File: src/rtl/out_mapper_if.sv
//============================================================================
// Module      : out_mapper_if
// Description : Packet-in / AER-event-out handshake bundle for out_mapper.
//               The slave modport is the mapper's view; master is the
//               surrounding environment (SpiNNaker receiver + AER device).
// Revision    : 1.0 - initial release
//============================================================================
`default_nettype none

interface out_mapper_if #(
    parameter int AER_WIDTH = 32
) ();

    // SpiNNaker packet side
    logic [71:0]          opkt_data;
    logic                 opkt_vld;
    logic                 opkt_rdy;

    // AER event side
    logic [AER_WIDTH-1:0] oaer_data;
    logic                 oaer_vld;
    logic                 oaer_rdy;

    modport master (
        output opkt_data,
        output opkt_vld,
        input  opkt_rdy,
        input  oaer_data,
        input  oaer_vld,
        output oaer_rdy
    );

    modport slave (
        input  opkt_data,
        input  opkt_vld,
        output opkt_rdy,
        output oaer_data,
        output oaer_vld,
        input  oaer_rdy
    );

endinterface

`default_nettype wire

File: src/rtl/out_mapper.sv
//============================================================================
// Module      : out_mapper
// Description : Return-path mapper. Accepts 72-bit SpiNNaker packets,
//               checks odd parity and multicast type, buffers routing keys
//               in a small FIFO and presents them as AER events. When the
//               AER device stops responding the mapper enters dump mode and
//               discards incoming packets so the SpiNNaker link never stalls.
//               Optional feature macro: OUT_MAPPER_ERR_CNT_EN adds the
//               parity_err_cnt / drop_cnt saturating counter ports.
// Revision    : 1.0 - initial release
//============================================================================
`default_nettype none

module out_mapper #(
    parameter int AER_WIDTH   = 32,   // 1..32
    parameter int FIFO_DEPTH  = 4,    // 2..16
    parameter int DUMP_CYCLES = 128   // 1..255
) (
    input  wire logic        clk,
    input  wire logic        rst,
    out_mapper_if.slave      bus,
    output logic             dump_mode
`ifdef OUT_MAPPER_ERR_CNT_EN
    ,
    output logic [15:0]      parity_err_cnt,
    output logic [15:0]      drop_cnt
`endif
);

    //------------------------------------------------------------------------
    // Constants
    //------------------------------------------------------------------------
    localparam int              c_PTR_W     = (FIFO_DEPTH > 1) ? $clog2(FIFO_DEPTH) : 1;
    localparam int              c_CNT_W     = $clog2(FIFO_DEPTH + 1);
    localparam logic [c_PTR_W-1:0] c_LAST_PTR  = c_PTR_W'(FIFO_DEPTH - 1);
    localparam logic [c_CNT_W-1:0] c_FULL_CNT  = c_CNT_W'(FIFO_DEPTH);
    localparam logic [7:0]      c_DUMP_LOAD = 8'(DUMP_CYCLES);
    localparam logic [1:0]      c_TYPE_MC   = 2'b00;

    //------------------------------------------------------------------------
    // State
    //------------------------------------------------------------------------
    logic [AER_WIDTH-1:0] r_mem [FIFO_DEPTH];
    logic [c_PTR_W-1:0]   r_wr_ptr;
    logic [c_PTR_W-1:0]   r_rd_ptr;
    logic [c_CNT_W-1:0]   r_count;
    logic [7:0]           r_dump_cnt;
    logic                 r_dump_mode;

    //------------------------------------------------------------------------
    // Packet decode
    //------------------------------------------------------------------------
    logic                 w_payload_flag;
    logic [1:0]           w_type;
    logic [31:0]          w_key;
    logic                 w_parity_ok;
    logic                 w_is_mc;
    logic                 w_fifo_full;
    logic                 w_fifo_empty;
    logic                 w_pkt_accept;
    logic                 w_push;
    logic                 w_pop;

    assign w_payload_flag = bus.opkt_data[1];
    assign w_type         = bus.opkt_data[7:6];
    assign w_key          = bus.opkt_data[39:8];

    // Odd parity: the parity bit makes the XOR over the covered span equal 1.
    // The payload word only participates when the payload flag is set.
    assign w_parity_ok    = w_payload_flag ? (^bus.opkt_data[71:0])
                                           : (^bus.opkt_data[39:0]);
    assign w_is_mc        = (w_type == c_TYPE_MC);

    assign w_fifo_full    = (r_count == c_FULL_CNT);
    assign w_fifo_empty   = (r_count == '0);

    // Ready depends on registered state only; a pop pending while full does
    // not open the door in the same cycle.
    assign bus.opkt_rdy   = ~w_fifo_full | r_dump_mode;

    assign w_pkt_accept   = bus.opkt_vld & bus.opkt_rdy;
    assign w_push         = w_pkt_accept & w_parity_ok & w_is_mc & ~r_dump_mode;
    assign w_pop          = ~w_fifo_empty & bus.oaer_rdy;

    // Output is the FIFO head, forced to zero while empty so no stale key is
    // ever visible on the AER bus.
    assign bus.oaer_vld   = ~w_fifo_empty;
    assign bus.oaer_data  = w_fifo_empty ? '0 : r_mem[r_rd_ptr];

    assign dump_mode      = r_dump_mode;

    //------------------------------------------------------------------------
    // Circular pointer advance with wrap at FIFO_DEPTH-1 (depth need not be
    // a power of two).
    //------------------------------------------------------------------------
    function automatic logic [c_PTR_W-1:0] next_ptr(input logic [c_PTR_W-1:0] ptr);
        return (ptr == c_LAST_PTR) ? '0 : ptr + 1'b1;
    endfunction

    // Key storage: written on push only; contents are don't-care when empty.
    always_ff @(posedge clk) begin
        if (w_push) begin
            r_mem[r_wr_ptr] <= w_key[AER_WIDTH-1:0];
        end
    end

    // FIFO pointers and occupancy; a simultaneous push and pop leaves the
    // occupancy unchanged.
    always_ff @(posedge clk or posedge rst) begin
        if (rst) begin
            r_wr_ptr <= '0;
            r_rd_ptr <= '0;
            r_count  <= '0;
        end else begin
            if (w_push) begin
                r_wr_ptr <= next_ptr(r_wr_ptr);
            end
            if (w_pop) begin
                r_rd_ptr <= next_ptr(r_rd_ptr);
            end
            case ({w_push, w_pop})
                2'b10:   r_count <= r_count + 1'b1;
                2'b01:   r_count <= r_count - 1'b1;
                default: r_count <= r_count;
            endcase
        end
    end

    // Dead-device watchdog: counts consecutive oaer_rdy-low cycles down to
    // zero, then flags dump mode. Any ready cycle reloads and clears it.
    always_ff @(posedge clk or posedge rst) begin
        if (rst) begin
            r_dump_cnt  <= c_DUMP_LOAD;
            r_dump_mode <= 1'b0;
        end else if (bus.oaer_rdy) begin
            r_dump_cnt  <= c_DUMP_LOAD;
            r_dump_mode <= 1'b0;
        end else if (r_dump_cnt != 8'd0) begin
            r_dump_cnt  <= r_dump_cnt - 8'd1;
            r_dump_mode <= 1'b0;
        end else begin
            r_dump_cnt  <= r_dump_cnt;
            r_dump_mode <= 1'b1;
        end
    end

`ifdef OUT_MAPPER_ERR_CNT_EN
    //------------------------------------------------------------------------
    // Error statistics. A parity failure is attributed to parity only, even
    // when the packet would also have been dropped for type or dump mode.
    //------------------------------------------------------------------------
    logic        w_parity_evt;
    logic        w_drop_evt;
    logic [15:0] r_parity_err_cnt;
    logic [15:0] r_drop_cnt;

    assign w_parity_evt = w_pkt_accept & ~w_parity_ok;
    assign w_drop_evt   = w_pkt_accept & w_parity_ok & (~w_is_mc | r_dump_mode);

    // Saturating event counters.
    always_ff @(posedge clk or posedge rst) begin
        if (rst) begin
            r_parity_err_cnt <= '0;
            r_drop_cnt       <= '0;
        end else begin
            if (w_parity_evt && (r_parity_err_cnt != 16'hFFFF)) begin
                r_parity_err_cnt <= r_parity_err_cnt + 16'd1;
            end
            if (w_drop_evt && (r_drop_cnt != 16'hFFFF)) begin
                r_drop_cnt <= r_drop_cnt + 16'd1;
            end
        end
    end

    assign parity_err_cnt = r_parity_err_cnt;
    assign drop_cnt       = r_drop_cnt;
`else
    // Without the statistics feature the discard behaviour is identical;
    // only the counters and their ports are absent.
`endif

endmodule

`default_nettype wire

File: src/flat_wrapper.sv
// flat-port wrapper written by rule: the top's interface ports become plain ports
module out_mapper_flat 
#(
    parameter int AER_WIDTH   = 32,           
    parameter int FIFO_DEPTH  = 4,            
    parameter int DUMP_CYCLES = 128            
)
  (clk, rst, dump_mode, bus_opkt_data, bus_opkt_vld, bus_opkt_rdy, bus_oaer_data, bus_oaer_vld, bus_oaer_rdy);
  out_mapper_if #(.AER_WIDTH(AER_WIDTH)) bus_i ();
  input  wire logic clk;
  input  wire logic rst;
  output logic dump_mode;
  input wire logic [$bits(bus_i.opkt_data)-1:0] bus_opkt_data;
  input wire logic [$bits(bus_i.opkt_vld)-1:0] bus_opkt_vld;
  output wire logic [$bits(bus_i.opkt_rdy)-1:0] bus_opkt_rdy;
  output wire logic [$bits(bus_i.oaer_data)-1:0] bus_oaer_data;
  output wire logic [$bits(bus_i.oaer_vld)-1:0] bus_oaer_vld;
  input wire logic [$bits(bus_i.oaer_rdy)-1:0] bus_oaer_rdy;
  assign bus_i.opkt_data = bus_opkt_data;
  assign bus_i.opkt_vld = bus_opkt_vld;
  assign bus_opkt_rdy = bus_i.opkt_rdy;
  assign bus_oaer_data = bus_i.oaer_data;
  assign bus_oaer_vld = bus_i.oaer_vld;
  assign bus_i.oaer_rdy = bus_oaer_rdy;
  out_mapper #(.AER_WIDTH(AER_WIDTH), .FIFO_DEPTH(FIFO_DEPTH), .DUMP_CYCLES(DUMP_CYCLES)) u_core (.clk(clk), .rst(rst), .bus(bus_i), .dump_mode(dump_mode));
endmodule
File: config.mk
export PLATFORM = sky130hd
export DESIGN_NAME = out_mapper_flat
export DESIGN_NICKNAME = d
export VERILOG_FILES = /design/src/rtl/out_mapper_if.sv /design/src/rtl/out_mapper.sv /design/src/flat_wrapper.sv
export SDC_FILE = /design/constraint.sdc
export NUM_CORES = 1
export LEC_CHECK = 0
export CAP_MARGIN = 20
export CELL_PAD_IN_SITES_DETAIL_PLACEMENT = 0
export CELL_PAD_IN_SITES_GLOBAL_PLACEMENT = 1
export CORE_UTILIZATION = 40
export CTS_BUF_LIST = sky130_fd_sc_hd__clkbuf_8 sky130_fd_sc_hd__clkbuf_16
export CTS_CLUSTER_DIAMETER = 150
export DETAILED_ROUTE_END_ITERATION = 7
export GPL_TIMING_DRIVEN = 0
export PLACE_DENSITY = 0.75
export SYNTH_ARGS = -nofsm -noshare
export SYNTH_HDL_FRONTEND = slang
export SYNTH_SLANG_ARGS = --single-unit
export TNS_END_PERCENT = 10
File: constraint.sdc
create_clock -name clk -period 3.25 [get_ports clk]
set_input_delay 0.8125 -clock clk [delete_from_list [all_inputs] [get_ports clk]]
set_output_delay 0.8125 -clock clk [all_outputs]
set_load 0.005 [all_outputs]
## Yosys cells after proc, flatten, opt, wreduce, memory -nomap -nowiden

Memory sizes are Yosys's and may differ from the RTL's.
Cells that the tools add are included.

- Add/sub/neg operators: 5
- $mul: 0
- Divide/modulo/power cells: 0
- Magnitude comparators: 0
- Eq/ne operators: 5
- Shifts and indexed selects: 0
- Multiplexer cells: 11
- Bitwise gates (word level): 9
- Reduce and logical (&&, ||, !) cells: 7

Operators by type and width:

| kind | number |
|---|---|
| 72-bit XOR reduction | 1 |
| 40-bit XOR reduction | 1 |
| 32-bit two-way mux | 1 |
| 8-bit two-way mux | 2 |
| 8-bit nonzero test | 1 |
| 8-bit by 1-bit subtractor with 8-bit output (second input constant) | 1 |
| 2-bit == test (second input constant) | 3 |
| 3-bit one-hot mux with 2 select lines | 1 |
| 1-bit bitwise AND | 5 |
| 1-bit two-way mux | 5 |
| 2-bit by 1-bit adder with 2-bit output (second input constant) | 2 |
| 2-bit two-way mux | 2 |
| 2-bit nonzero test | 2 |
| 3-bit by 1-bit adder with 3-bit output (second input constant) | 1 |
| 3-bit == test (second input constant) | 1 |
| 3-bit zero test | 1 |
| 1-bit NOT | 3 |
| 3-bit by 1-bit subtractor with 3-bit output (second input constant) | 1 |
| 2-bit by 1-bit == test with 1-bit output (second input constant) | 1 |
| 2-bit zero test | 1 |
| 1-bit OR | 1 |

- Register bits: 16
- Bits in latches: 0
- Bits in writable memories: 128
- Bits in read-only memories: 0
- Input bits: 76
- Word-level logic and storage cells: 43
- Memories kept: 1

Memories:

| memory | depth | width | read ports | clocked after Yosys merged registers in | wr ports | line | source |
|---|---|---|---|---|---|---|---|
| u_core.r_mem | 4 | 32 | 1 | 0 | 1 | out_mapper.sv:43 | `logic [AER_WIDTH-1:0] r_mem [FIFO_DEPTH];` |

## Depth between registers and ports, before layout

Gate-level depths: netlist (run 1).

- Word-level depth: 9
- Depth in mapped cells: 16
- Gate-level depth less buffers: 16

## Least setup slack after synthesis (run 1)

Ideal clock, no wire load.

- Path type: input-to-reg
- From: input port bus_opkt_data[6]
- To: register u_core.r_count[2]
- Library setup time: 0.079 ns
- Arrival: 3.534 ns
- Data required time: 3.171 ns
- Slack: -0.363 ns
- Cell stages on the path: 16
- Buffers on the path: 0
- Cells stage by stage: inv_1 -> ha_1 -> xnor2_1 -> xnor2_1 -> xnor2_1 -> xnor3_1 -> xnor2_1 -> nand4b_1 -> a21bo_2 -> inv_1 -> ha_1 -> inv_1 -> fa_1 -> xor2_1 -> nor2_1 -> xor2_1

- Cells in the longest elaborated chain, start to end: 7

RTL lines:

| element | line | source |
|---|---|---|
| start, declared | flat_wrapper.sv:13 | `input wire logic [$bits(bus_i.opkt_data)-1:0] bus_opkt_data;` |
| 72-bit XOR reduction or 40-bit XOR reduction (tied branches) | out_mapper.sv:70, out_mapper.sv:71 |  |
| 1-bit two-way mux | out_mapper.sv:70 | `assign w_parity_ok = w_payload_flag ? (^bus.opkt_data[71:0])` |
| 1-bit bitwise AND | out_mapper.sv:82 | `assign w_push = w_pkt_accept & w_parity_ok & w_is_mc & ~r_dump_mode;` |
| 1-bit bitwise AND (*) (2 in a row) | out_mapper.sv:82 |  |
| 2-bit by 1-bit == test with 1-bit output or 2-bit == test (tied branches) | out_mapper.sv:121 | `case ({w_push, w_pop})` |
| 3-bit one-hot mux with 2 select lines or 2-bit nonzero test (tied branches) | - |  |
| end signal, assigned | out_mapper.sv:122 | `2'b10: r_count <= r_count + 1'b1;` |
| end signal, assigned | out_mapper.sv:123 | `2'b01: r_count <= r_count - 1'b1;` |
| end signal, assigned | out_mapper.sv:124 | `default: r_count <= r_count;` |
| end, declared | out_mapper.sv:46 | `logic [c_CNT_W-1:0] r_count;` |

Mark *: on every way between the ends. The rest lies on a longest branch, timed or not.
A chain may end at the register's enable or synchronous reset.

## Worst setup path after layout (run 1)

Ends and elaborated chain as after synthesis.

==> impl_metrics.py, run 1 <==
metrics = {
    "clocking": {
        "clk_latency_ns": 0.42,
        "clock_sinks": 144,
        "cts_hold_buf": 0,
        "cts_tree": "yes",
        "clockRootBuffer": "clkbuf_16",
        "htree_levels": 4,
        "clk_path_buf_depth": 2,
        "numCtsBuffers": 17,
        "clkTransAtPathRegs_ns": 0.05,
    },
    "timing": {
        "setup_tns_ns": 0,
        "relSlewSlack_pct": 59.0,
        "setup_violations": 0,
        "finalHoldViolCount": 0,
        "finalCriticalPeriod_ns": 3.20,
        "fin_skew_ns": 0.00650,
        "rsz0062_at_grt": "yes",
        "worst_pin_slew_ns": 0.614,
        "fmax_mhz": 313,
        "finalCritPeriodShare_pct": 98.3,
        "slew_violations": 0,
    },
    "setup_path": {
        "cp-start-kind": "input pin",
        "rrSetupSlack_ns": 1.02,
        "r2r_cells": 10,
        "cp_max_fo": 2,
        "critPathKind": "input pin to flip-flop",
        "worstPathRequired_ns": 3.58,
        "crit_start": "bus_opkt_data[6]",
        "critPathCaptureType": "flip-flop",
        "r2r_start": "u_core.r_count[0]$_DFFE_PP0P_",
        "r2r_end": "u_core.r_count[2]$_DFFE_PP0P_",
        "worstPathArrival_ns": 3.53,
    },
    "grt": {
        "grt_pass1_vias": 3569,
        "overflow": 0,
        "grt_max_degree": 33,
        "track_usage_pct": 15.7,
        "grt_pass1_wl_um": 18600,
        "antenna_found_initial": 0,
    },
    "worst_hold_path": {
        "min_to": "u_core.r_count[0]$_DFFE_PP0P_",
        "holdPathStages": 1,
        "hold_class": "flip-flop to flip-flop",
        "min-delay-start": "u_core.r_count[0]$_DFFE_PP0P_",
    },
    "logic_synthesis": {
        "seq_area_frac_synth_pct": 66.9,
        "ys_warn_count": 0,
        "ys.flop_type": "edfxtp_1",
        "ys_seq_elements": 144,
        "ys_types": 34,
        "syn_inst": 364,
        "netlist_area_mm2": 0.00635,
        "synth_edf_count": 128,
        "synth.net_count": 449,
        "async_flop_share_pct": 11.1,
        "synth.avg_cell_area_um2": 17.4,
    },
    "job": {
        "cap_violations": 0,
    },
    "finish": {
        "area_growth_pct": 33.1,
        "fin_area_mm2": 0.00845,
        "final_layout_size_suffix_gt1_share_pct": 23.9,
        "insertedDiodeCount": 0,
        "finalNetCount": 579,
        "fill_cells": 1216,
    },
    "floorplanning": {
        "die_area_mm2": 0.0164,
        "coreArea_mm2": 0.0154,
        "die_height_um": 128,
        "num_rows": 45,
        "start_util_pct": 41.3,
        "die_width_um": 128,
        "ios": 111,
    },
    "power": {
        "p_leak_nw": 3.07,
        "peakVddDrop_uv": 429,
        "pwr_density_cell_mw_per_mm2": 793,
        "finalPower_mw": 6.70,
    },
    "run_status": {
        "outcome": "completed",
    },
    "detailed_routing": {
        "drtIter0Drc": 161,
        "ant_nets": 0,
        "wl_per_cell_um": 16.5,
        "vias": 3453,
        "drt_pass1_iterations": 4,
        "viasPerCell": 4.81,
        "wl_um": 11800,
        "drcViolationCount": 0,
    },
    "placement": {
        "place_area_mm2": 0.00776,
        "place.gp.congestion": 0.685,
        "post-dp-hpwl_um": 7620,
        "io_buffers": 109,
    },
}
==> worst max-delay path: stages <==
cell,delay [ns]
buf_6,0.09
inv_4,0.04
ha_4,0.21
xnor2_4,0.13
xnor2_2,0.16
xnor2_2,0.22
xnor3_1,0.28
xnor2_2,0.20
nand4b_1,0.14
a21bo_4,0.24
inv_2,0.06
ha_4,0.13
inv_2,0.04
fa_2,0.33
xor2_1,0.15
nor2_1,0.14
xor2_1,0.15
==> stage by stage <==
stage | utilization, % | worst slack, ns | hold WS [ns] | cells
global placement | 50.5 | -1.14 | 0.505 | 684
detailed placement | 50.5 | -1.22 | 0.520 | 684
floorplan | - | -0.0962 | 0.474 | 364
finish | 55.0 | 0.0545 | 0.529 | 718
global route | 55.0 | -0.0736 | 0.567 | 718
CTS | 54.7 | -0.130 | 0.535 | 719
==> layer usage <==
metal | track usage, % | vias up | wire length [µm]
met4 | 5.95 | 0 | 89
met5 | 0 | - | 0
met1 | 19.3 | 1706 | 5170
met3 | 5.26 | 8 | 722
met2 | 25.8 | 124 | 5830
li1 | - | 1615 | -
==> final cells by class <==
cell class              count  area (µm²)  area share (%)
clock inverters            13        76.3           0.903
plain buffers              11        82.6           0.977
well taps                 211         264            3.12
clock buffers              19         453            5.36
inverters                  12        60.1           0.711
flip-flops and latches    144        4250            50.3
multi-input cells         196        2200            26.0
repair buffers            112        1070            12.7
==> registers in the layout (all words and copies together) (netlist names) <==
register,count
u_core.r_mem,128
u_core.r_dump_cnt,8
u_core.r_count,3
u_core.r_rd_ptr,2
u_core.r_wr_ptr,2
u_core.dump_mode,1
==> power by group <==
group / switching [mW] / internal, mW / leakage [nW] / total [mW]
sequential: 0.143 / 2.26 / 1.35 / 2.40
combinational: 1.04 / 1.55 / 1.42 / 2.59
clock: 0.655 / 1.06 / 0.297 / 1.71
==> cells by family after synthesis <==
| family | Yosys count | share of synthesized area, % |
|---|---|---|
| buffers and inverters | 25 | 1.48 |
| flip-flops | 144 | 66.9 |
| XOR/XNOR | 74 | 10.5 |
| adder cells (fa/ha/maj) | 9 | 1.89 |
| multiplexers | 36 | 12.2 |
| AND/OR/NAND/NOR | 66 | 5.97 |
| AO/OA/AOI/OAI | 10 | 1.08 |
==> worst max-delay path by stage <==
stage,cells after the start,slack (ns),endpoint
5_1_grt,17,-0.07,u_core.r_count[2]$_DFFE_PP0P_
2_1_floorplan,16,-0.1,u_core.r_count[2]$_DFFE_PP0P_
4_1_cts,17,-0.13,u_core.r_count[2]$_DFFE_PP0P_
3_5_place_dp,17,-1.22,u_core.r_count[2]$_DFFE_PP0P_
6_report,17,0.05,u_core.r_count[2]$_DFFE_PP0P_
3_3_place_gp,11,-1.14,u_core.r_mem[0][28]$_DFFE_PP_
==> Yosys cell counts (2+ instances only) <==
| library cell | count | share of area (%) |
|---|---|---|
| a211oi_1 | 2 | 0.24 |
| a21oi_1 | 3 | 0.24 |
| and2_1 | 32 | 3.2 |
| and2_2 | 4 | 0.47 |
| buf_1 | 4 | 0.24 |
| clkbuf_1 | 9 | 0.53 |
| dfrtp_1 | 15 | 5.9 |
| edfxtp_1 | 128 | 61 |
| ha_1 | 8 | 1.6 |
| inv_1 | 12 | 0.71 |
| mux2_4 | 2 | 0.47 |
| mux4_2 | 32 | 11 |
| nand2_1 | 4 | 0.24 |
| nand3b_1 | 2 | 0.24 |
| nor2_1 | 11 | 0.65 |
| nor3_1 | 5 | 0.39 |
| or3_1 | 4 | 0.39 |
| xnor2_1 | 61 | 8.4 |
| xor2_1 | 11 | 1.5 |
==> cells in the final DEF, fill, tap and decap left out, drive strengths merged, types with 2 or more instances in the layout <==
| cell type | count |
|---|---|
| ha | 8 |
| mux4 | 32 |
| inv | 22 |
| buf | 10 |
| and2 | 37 |
| xnor2 | 62 |
| nand2 | 4 |
| xor2 | 11 |
| clkinv | 2 |
| mux2 | 3 |
| clkbuf | 41 |
| nor3 | 5 |
| or3 | 4 |
| clkdlybuf4s15 | 3 |
| nand3b | 2 |
| dlymetal6s2s | 12 |
| clkdlybuf4s50 | 70 |
| a211oi | 2 |
| nor2 | 11 |
| edfxtp | 128 |
| a21oi | 3 |
| dfrtp | 15 |
| dlygate4sd2 | 6 |
==> what timing repair did <==
item,CTS,global route
gates cloned,1,0
buffers inserted,3,0
endpoints found under the setup margin,162,143
resized for setup,77,65
pin swaps,28,24
Power figures use the tool's default switching activity.
==> run 2, diff against run 1 <==
--- a/config.mk
+++ b/config.mk
@@ -5,7 +5,7 @@
 export SDC_FILE = /design/constraint.sdc
 export NUM_CORES = 1
 export LEC_CHECK = 0
-export CAP_MARGIN = 20
+export CAP_MARGIN = 15
 export CELL_PAD_IN_SITES_DETAIL_PLACEMENT = 0
 export CELL_PAD_IN_SITES_GLOBAL_PLACEMENT = 1
 export CORE_UTILIZATION = 40
==> results of run 2 <==
The final DEF is identical to that of run 1; final timing and power are the same.
==> run 3, diff against run 2 <==
--- a/config.mk
+++ b/config.mk
@@ -12,7 +12,6 @@
 export CTS_BUF_LIST = sky130_fd_sc_hd__clkbuf_8 sky130_fd_sc_hd__clkbuf_16
 export CTS_CLUSTER_DIAMETER = 150
 export DETAILED_ROUTE_END_ITERATION = 7
-export GPL_TIMING_DRIVEN = 0
 export PLACE_DENSITY = 0.75
 export SYNTH_ARGS = -nofsm -noshare
 export SYNTH_HDL_FRONTEND = slang
==> run 3 against run 2 <==
Sequential power fell by 2%. Worst hold slack worse by 0.011 ns. Final cell count increased by 4.5%. Critical endpoint unchanged. Largest power group unchanged.
==> impl_metrics.py, run 3 (synthesized netlist as in run 1, its figures left out) <==
metrics = {
    "finish": {
        "layout_commonest_cell": "edfxtp_1",
        "multi_input_area_mm2": 0.00219,
        "fin_cells": 750,
        "seq_area_mm2": 0.00425,
        "fin_area_mm2": 0.00889,
        "final_layout_size_suffix_gt1_share_pct": 29.5,
        "top_register": "u_core.r_mem",
        "finalNetCount": 613,
        "area_growth_pct": 40.0,
        "final_util_pct": 57.8,
        "largest_reg_flops": 128,
        "fill_cells": 1190,
        "mostFrequentLayoutCells": "edfxtp_1 (128), clkdlybuf4s50_1 (69), xnor2_1 (44)",
        "largestRegisters": "u_core.r_mem: 128 flops, u_core.r_dump_cnt: 8 flops, u_core.r_count: 3 flops",
        "insertedDiodeCount": 0,
    },
    "detailed_routing": {
        "wl_per_cell_um": 16.2,
        "ant_nets": 0,
        "drt_pass1_iterations": 4,
        "vias": 3571,
        "drtIter0Drc": 233,
        "viasPerCell": 4.76,
        "drcViolationCount": 0,
        "wl_um": 12200,
    },
    "clocking": {
        "clkTransAtPathRegs_ns": 0.06,
        "numCtsBuffers": 17,
        "clk_path_buf_depth": 2,
        "clock_sinks": 144,
        "clockRootBuffer": "clkbuf_16",
        "cts_tree": "yes",
        "cts_setup_buffers": 0,
        "clk_latency_ns": 0.42,
        "htree_levels": 4,
    },
    "setup_path": {
        "cpPeakStageDelay_ns": 0.36,
        "cpMostUsedCell": "xnor2_2",
        "worstPathArrival_ns": 3.48,
        "path_buf_inv": 3,
        "cp-start-kind": "input pin",
        "critPathTopFamily": "XOR/XNOR gates",
        "slowest_stage": "xnor3_1",
        "worstPathRequired_ns": 3.59,
        "critPathCaptureType": "flip-flop",
        "cp_max_fo": 5,
        "critPathKind": "input pin to flip-flop",
        "path_cells": "dlygate4sd2_1 > xnor2_2 > xnor2_2 > xnor2_2 > xnor3_1 > xnor2_2 > nand4b_1 > a21bo_4 > inv_2 > ha_4 > inv_2 > fa_2 > xor2_1 > nor2_1 > xor2_1",
    },
    "timing": {
        "finalCritPeriodShare_pct": 96.8,
        "finalHoldViolCount": 0,
        "setup_violations": 0,
        "slew_violations": 0,
        "worst_pin_slew_ns": 0.614,
        "relSlewSlack_pct": 58.8,
        "fmax_mhz": 318,
        "fin_skew_ns": 0.0110,
        "worst_slack_ns": 0.103,
        "hold_slack_ns": 0.519,
        "setup_tns_ns": 0,
        "rsz0062_at_grt": "yes",
        "finalCriticalPeriod_ns": 3.15,
    },
    "power": {
        "switching_share_pct": 26.9,
        "p_int_mw": 5.13,
        "peakVddDrop_uv": 433,
        "p_switching_mw": 1.89,
        "p_leak_nw": 3.30,
        "clkPwrFrac_pct": 28.0,
        "finalPower_mw": 7.02,
        "power_frac_comb_pct": 38.3,
        "pwr_density_cell_mw_per_mm2": 790,
        "seqPwrFrac_pct": 33.7,
    },
    "placement": {
        "post-dp-hpwl_um": 8290,
        "dpl.cell_count": 720,
        "dp_slack_ns": -0.898,
        "place_area_mm2": 0.00817,
        "io_buffers": 110,
        "place.gp.congestion": 0.701,
    },
    "job": {
        "cap_violations": 0,
    },
    "grt": {
        "antenna_found_initial": 0,
        "overflow": 0,
        "track_usage_pct": 15.9,
        "grt_pass1_vias": 3738,
        "grt_pass1_wl_um": 19200,
        "grt_max_degree": 23,
    },
    "floorplanning": {
        "num_rows": 45,
        "coreArea_mm2": 0.0154,
        "die_width_um": 128,
        "die_height_um": 128,
        "start_util_pct": 41.3,
        "ios": 111,
        "die_area_mm2": 0.0164,
    },
    "worst_hold_path": {
        "hold_class": "flip-flop to flip-flop",
    },
    "run_status": {
        "outcome": "completed",
    },
}
[run 3: cell count changes in the layout (fill, tap and decap cells not counted), sizes merged, moves of 2 or more]
cell	delta
clkinv	+5
clkbuf	-13
dlymetal6s2s	+3
bufinv	+3
clkinvlp	+2
dlygate4sd2	+4
buf	+40
inv	-10
[run 3: metal layers]
| layer | share of wire [%] | global-route usage, % |
|---|---|---|
| met3 | 5.6 | 4.92 |
| met1 | 44 | 20.1 |
| met4 | 0.57 | 4.71 |
| met5 | 0 | 0 |
| met2 | 49 | 26.5 |
[run 3: path summary, 6_finish.rpt]
| kind | from | end | slack [ns] | depth (start not counted) |
|---|---|---|---|---|
| max | bus_opkt_data[10] | u_core.r_count[2]$_DFFE_PP0P_ | 0.10 | 15 |
| min | u_core.r_count[0]$_DFFE_PP0P_ | u_core.r_count[0]$_DFFE_PP0P_ | 0.52 | 1 |
| max reg2reg | u_core.r_count[0]$_DFFE_PP0P_ | u_core.r_count[2]$_DFFE_PP0P_ | 1.03 | 10 |
| min reg2reg | u_core.r_count[0]$_DFFE_PP0P_ | u_core.r_count[0]$_DFFE_PP0P_ | 0.52 | 1 |
| max in group asynchronous | rst | u_core.r_rd_ptr[0]$_DFFE_PP0P_ | 2.04 | 2 |
| min in group asynchronous | rst | u_core.r_dump_cnt[4]$_DFFE_PP0N_ | 0.77 | 2 |
[run 3: cell type report]
cell class                 count  share of cell area [%]
clock inverter                13                    1.93
multi-input combinational    195                    24.6
clock buffer                  17                    4.79
tap                          211                    2.97
timing repair buffer         158                    17.2
sequential                   144                    47.8
inverter                      12                   0.676
[run 3: repair_timing]
item	4_1_cts	5_1_grt
gates cloned	0	0
gates resized for setup	47	51
setup endpoints to repair	130	5
pin swaps	29	35
hold buffers	0	0
[run 3: power by group through the flow]
| stage | Combinational (mW) | Sequential [mW] | Clock [mW] |
|---|---|---|---|
| floorplan | 1.48 | 2.37 | 0 |
| global placement | 2.63 | 2.39 | 0 |
| detailed placement | 2.66 | 2.40 | 0 |
| CTS | 2.70 | 2.36 | 2.00 |
| global route | 2.92 | 2.38 | 2.07 |
| finish | 2.69 | 2.36 | 1.96 |
